File: src/rtl/roi_ctrl_pkg.sv
// roi_ctrl_pkg: shared FSM state type and parameter limits for the ROI shift controller
package roi_ctrl_pkg;
  typedef enum logic [1:0] {IDLE, SHIFT, DRAIN, DONE} roi_ctrl_state_e;
  localparam int WIDTH_MAX = 64;
  localparam int STB_DIV_MAX = 255;
endpackage

File: src/rtl/roi_stb_timer.sv
// roi_stb_timer: strobe divider; stb_tick fires every STB_DIV cycles while run is high
//   clk, rst_n : clock, async active-low reset
//   start      : rewind the divider so the first tick is immediate
//   run        : enable counting / ticking
//   stb_tick   : one-cycle pulse, strobe due this cycle
module roi_stb_timer import roi_ctrl_pkg::*; #(
  parameter int STB_DIV = 1
) (
  input  logic clk,
  input  logic rst_n,
  input  logic start,
  input  logic run,
  output logic stb_tick
);
  localparam int DIV = STB_DIV > STB_DIV_MAX ? STB_DIV_MAX : STB_DIV;
  logic [7:0] div_cnt;
  assign stb_tick = run && div_cnt == 8'd0;
  always_ff @(posedge clk or negedge rst_n)
    if (!rst_n) div_cnt <= '0;
    else if (start) div_cnt <= '0;
    else if (stb_tick) div_cnt <= 8'(DIV - 1);
    else if (run) div_cnt <= div_cnt - 8'd1;
endmodule

File: src/rtl/roi_shift_ctrl.sv
// roi_shift_ctrl: serialises a word LSB-first into the strobe-gated ROI and reassembles its echo
//   clk, rst_n                     : clock, async active-low reset
//   in_valid/in_ready/in_data      : word to send
//   out_valid/out_ready/out_data   : reassembled word from roi_do
//   out_err                        : some echoed bit differed from the bit sent
//   stb, di                        : registered strobe and serial data to the ROI
//   roi_do                         : ROI registered output
module roi_shift_ctrl import roi_ctrl_pkg::*; #(
  parameter int WIDTH   = 16,
  parameter int STB_DIV = 1
) (
  input  logic             clk,
  input  logic             rst_n,
  input  logic             in_valid,
  output logic             in_ready,
  input  logic [WIDTH-1:0] in_data,
  output logic             out_valid,
  input  logic             out_ready,
  output logic [WIDTH-1:0] out_data,
  output logic             out_err,
  output logic             stb,
  output logic             di,
  input  logic             roi_do
);
  localparam int BW = $clog2(WIDTH + 1);
  roi_ctrl_state_e state, state_nxt;
  logic [WIDTH-1:0] tx_sr, rx_sr, rx_nxt;
  logic [WIDTH:0] rx_cat;
  logic [BW-1:0] bit_cnt;
  logic cap_q, chk_q, err, accept, tick, last, bad;
  assign in_ready  = state == IDLE;
  assign out_valid = state == DONE;
  assign accept    = in_valid && in_ready;
  // bit_cnt reaching WIDTH stops the timer, so nothing counts past its terminal value
  assign last      = bit_cnt == BW'(WIDTH);
  assign rx_cat    = {roi_do, rx_sr};
  assign rx_nxt    = rx_cat[WIDTH:1];
  // chk_q is di one cycle late, i.e. the bit whose echo is on roi_do when cap_q is set
  assign bad       = cap_q && roi_do != chk_q;
  roi_stb_timer #(.STB_DIV(STB_DIV)) u_timer (
    .clk(clk),
    .rst_n(rst_n),
    .start(accept),
    .run(state == SHIFT && !last),
    .stb_tick(tick)
  );
  always_ff @(posedge clk or negedge rst_n)
    if (!rst_n) state <= IDLE;
    else state <= state_nxt;
  always_comb begin
    state_nxt = state;
    case (state)
      IDLE:  state_nxt = accept ? SHIFT : IDLE;
      SHIFT: state_nxt = last ? DRAIN : SHIFT;
      DRAIN: state_nxt = DONE;
      DONE:  state_nxt = out_ready ? IDLE : DONE;
    endcase
  end
  always_ff @(posedge clk or negedge rst_n)
    if (!rst_n) begin
      stb      <= 1'b0;
      di       <= 1'b0;
      cap_q    <= 1'b0;
      chk_q    <= 1'b0;
      tx_sr    <= '0;
      rx_sr    <= '0;
      bit_cnt  <= '0;
      err      <= 1'b0;
      out_data <= '0;
      out_err  <= 1'b0;
    end else begin
      stb   <= tick;
      cap_q <= stb;
      chk_q <= di;
      if (accept) begin
        tx_sr   <= in_data;
        bit_cnt <= '0;
        err     <= 1'b0;
      end else if (tick) begin
        di      <= tx_sr[0];
        tx_sr   <= tx_sr >> 1;
        bit_cnt <= bit_cnt + BW'(1);
      end
      if (cap_q) begin
        rx_sr <= rx_nxt;
        err   <= err | bad;
      end
      // DRAIN always coincides with the final capture, so publish the merged values
      if (state == DRAIN) begin
        out_data <= rx_nxt;
        out_err  <= err | bad;
      end
    end
endmodule

File: config.mk
export PLATFORM = sky130hd
export DESIGN_NAME = roi_shift_ctrl
export DESIGN_NICKNAME = d
export VERILOG_FILES = /design/src/rtl/roi_ctrl_pkg.sv /design/src/rtl/roi_stb_timer.sv /design/src/rtl/roi_shift_ctrl.sv
export SDC_FILE = /design/constraint.sdc
export NUM_CORES = 1
export LEC_CHECK = 0
export BUFFER_PORTS_ARGS = -buffer_cell sky130_fd_sc_hd__buf_2
export CORE_UTILIZATION = 56
export DETAILED_ROUTE_END_ITERATION = 8
export HOLD_SLACK_MARGIN = 0.1
export PLACE_DENSITY = 0.78
export SYNTH_ARGS = -nofsm -noshare
export SYNTH_HDL_FRONTEND = slang
export SYNTH_SLANG_ARGS = --single-unit
File: constraint.sdc
create_clock -name clk -period 2.45 [get_ports clk]
set_input_delay 0.3675 -clock clk [delete_from_list [all_inputs] [get_ports clk]]
set_output_delay 0.3675 -clock clk [all_outputs]
set_load 0.02 [all_outputs]
==> impl_metrics.py <==
metrics = {
    "run_status": {
        "outcome": "finished, final reports clean",
    },
    "clocking": {
        "tritoncts": "built",
        "h-tree-depth": 3,
        "cts_buffers": 9,
        "path_clk_slew_ps": 70,
        "cts_sinks": 68,
        "clock_path_buffers": 2,
        "root_buffer": "clkbuf_8",
        "ctsResizeCount": 0,
        "insertion_delay_ps": 320,
    },
    "yosys": {
        "ys.warnings.count": 0,
        "synth_top_area_share": 0.594,
        "yosysUniqueCellTypes": 38,
        "synth.largest_area_cell": "dfrtp_1",
        "synth_nets": 258,
        "synth_area_mm2": 0.00287,
        "synth.most_common_cell": "dfrtp_1",
        "synth_common_cells": "dfrtp_1 (68), mux2_2 (32), inv_1 (20)",
        "ys_ff_latch": 68,
        "syn_inst": 233,
        "synth_edf_count": 0,
        "avgSynthCellArea_um2": 12.3,
        "synth-main-ff-cell": "dfrtp_1",
        "synth_seq_area_share": 0.594,
        "ys_async_sr_fraction": 1.00,
        "synthTopCellsByArea": "dfrtp_1 (59%), mux2_2 (13%), a22oi_1 (3.9%), o21ai_0 (3.1%), inv_1 (2.6%)",
    },
    "power": {
        "powerDensity_mw_per_mm2": 1120,
        "p_comb_frac": 0.317,
        "p_int_mw": 2.52,
        "p_switching_mw": 1.26,
        "pwr-share-seq": 0.448,
        "power.leakage_nw": 1.69,
        "p_sw_frac": 0.333,
        "power.share.clock": 0.235,
        "ir_drop_mv": 0.605,
    },
    "grt": {
        "grt_max_degree": 69,
        "antenna_found_initial": 0,
        "overflow": 0,
        "grt_pass1_vias": 1826,
        "grt_usage": 0.206,
        "grt_first_pass_wirelength_um": 8280,
    },
    "layout": {
        "finalNetCount": 308,
        "final_layout_size_suffix_gt1_frac": 0.360,
        "fillers": 379,
        "synthToLayoutAreaGrowth_pct": 17.8,
        "regArea_mm2": 0.00170,
        "multi_input_area_mm2": 0.00102,
        "instances_no_fill": 353,
        "n_antenna_cell": 0,
    },
    "route": {
        "dr.pass1.iters": 4,
        "wl_per_cell_um": 13.9,
        "drt_iter0_markers": 107,
        "drc": 0,
        "vias": 1860,
        "finalWirelength_um": 4900,
        "drt-vias-per-instance": 5.27,
        "ant_nets": 0,
    },
    "floorplan": {
        "num_io_pins": 42,
        "dieArea_mm2": 0.00541,
        "start_util": 0.595,
        "core-area_mm2": 0.00482,
        "die_w_um": 73.5,
        "std_cell_rows": 25,
        "die_h_um": 73.5,
    },
    "hold_path": {
        "hold_start": "out_ready",
        "holdCritPathClass": "in -> reg",
        "hold_depth": 2,
        "worstHoldEndpoint": "state[1]",
    },
    "timing": {
        "max_freq_ghz": 0.446,
        "hold_viol": 0,
        "period_needed_ps": 2240,
        "slew_headroom": 0.530,
        "worst_slew_pin_slew_ps": 706,
        "period_share": 0.916,
        "slew_violations": 0,
        "skew_ps": 7.57,
        "rsz0062_at_grt": "no",
        "setup_viol": 0,
        "setup_tns_ps": 0,
    },
    "place": {
        "hpwl_um": 3190,
        "place_congestion": 0.796,
        "placed_cells": 338,
        "port_buffers": 41,
    },
    "setup_path": {
        "critPathCaptureType": "flip-flop",
        "cp_max_fo": 17,
        "r2r.worst_path.cells": 6,
        "reg2reg_slack_ps": 210,
        "r2r-end": "tx_sr[8]",
        "cp.arrival_ps": 2480,
        "critPathLaunchType": "flip-flop",
        "required_ps": 2680,
        "worstSetupPathType": "reg -> reg",
        "reg2reg_from": "u_timer.div_cnt[3]",
    },
    "run": {
        "cap_violations": 0,
    },
}
[routing by layer]
metal	wire [um]	vias to the layer above	global-route usage
li1	-	899	-
met1	2290	917	0.280
met2	2390	42	0.311
met3	176	2	0.0453
met4	41	0	0.107
met5	0	-	0
[repair_timing]
action	in CTS	in global routing
buffers inserted	0	0
endpoints found under the hold margin	68	0
hold buffers	1	0
[final cells by class]
| cell class | count | area share |
|---|---|---|
| inverter | 21 | 0.0237 |
| timing repair buffer | 52 | 0.0897 |
| tap | 67 | 0.0248 |
| clock inverter | 2 | 0.0104 |
| clock buffer | 12 | 0.0460 |
| multi-input combinational | 131 | 0.301 |
| sequential | 68 | 0.504 |
[worst max-delay path, cell delays in order, from the launching register on]
cell and delay (ps):
dfrtp_1 410, or4_4 560, or4_4 550, clkinv_2 210, buf_4 200, a22oi_1 90, o21ai_0 120
[flip-flops by register name (all words and copies together), names as in the netlist]
name,cells
di,1
bit_cnt,5
out_data,16
chk_q,1
out_err,1
u_timer.div_cnt,8
err,1
tx_sr,16
rx_sr,15
state,2
stb,1
cap_q,1
[layout by cell type (no fill, tap or decap), types with 3 or more instances in the layout]
master,n
a21oi_1,3
a22oi_1,15
buf_2,41
buf_4,9
clkbuf_8,11
dfrtp_1,68
ha_1,4
inv_1,20
mux2_2,32
nand2_1,9
nor2_1,13
nor3_1,3
nor4_1,3
o21ai_0,18
xnor2_1,8
[worst max-delay path by stage]
stage	slack, ps	to	cells past startpoint	startpoint
detailed placement	220	tx_sr[2]	6	u_timer.div_cnt[3]
global route	90	tx_sr[7]	8	u_timer.div_cnt[0]
global placement	280	di	4	u_timer.div_cnt[3]
CTS	210	tx_sr[2]	6	u_timer.div_cnt[3]
finish	210	tx_sr[8]	6	u_timer.div_cnt[3]
floorplan	430	di	4	u_timer.div_cnt[3]
[cells by family (layout without fill, tap and decap cells)]
kind of cell	Yosys count	after routing	synth area share
AO/OA/AOI/OAI	44	44	0.0978
buffers and inverters	34	87	0.0515
multiplexers	32	32	0.126
XOR/XNOR	9	9	0.0275
flip-flops	68	68	0.594
adder cells (fa/ha/maj)	4	4	0.0175
AND/OR/NAND/NOR	42	42	0.0864
[power by group through the flow]
stage | sequential, mW | combinational (mW) | clock, mW
2_1_floorplan | 1.70 | 0.856 | 0
6_report | 1.69 | 1.20 | 0.887
3_3_place_gp | 1.69 | 1.17 | 0
4_1_cts | 1.69 | 1.21 | 0.912
5_1_grt | 1.73 | 1.35 | 0.958
3_5_place_dp | 1.70 | 1.20 | 0
[metrics by stage]
step           area, um2  total power [mW]   util  hold slack, ps  setup WS, ps
2_1_floorplan       2870              2.55      -            71.9           429
3_3_place_gp        3180              2.86  0.659             376           279
6_report            3380              3.78  0.701             249           206
4_1_cts             3380              3.81  0.701             230           207
3_5_place_dp        3180              2.90  0.659             371           222
5_1_grt             3380              4.04  0.701             233          87.8
No activity file was read; power rests on OpenSTA's default activity.
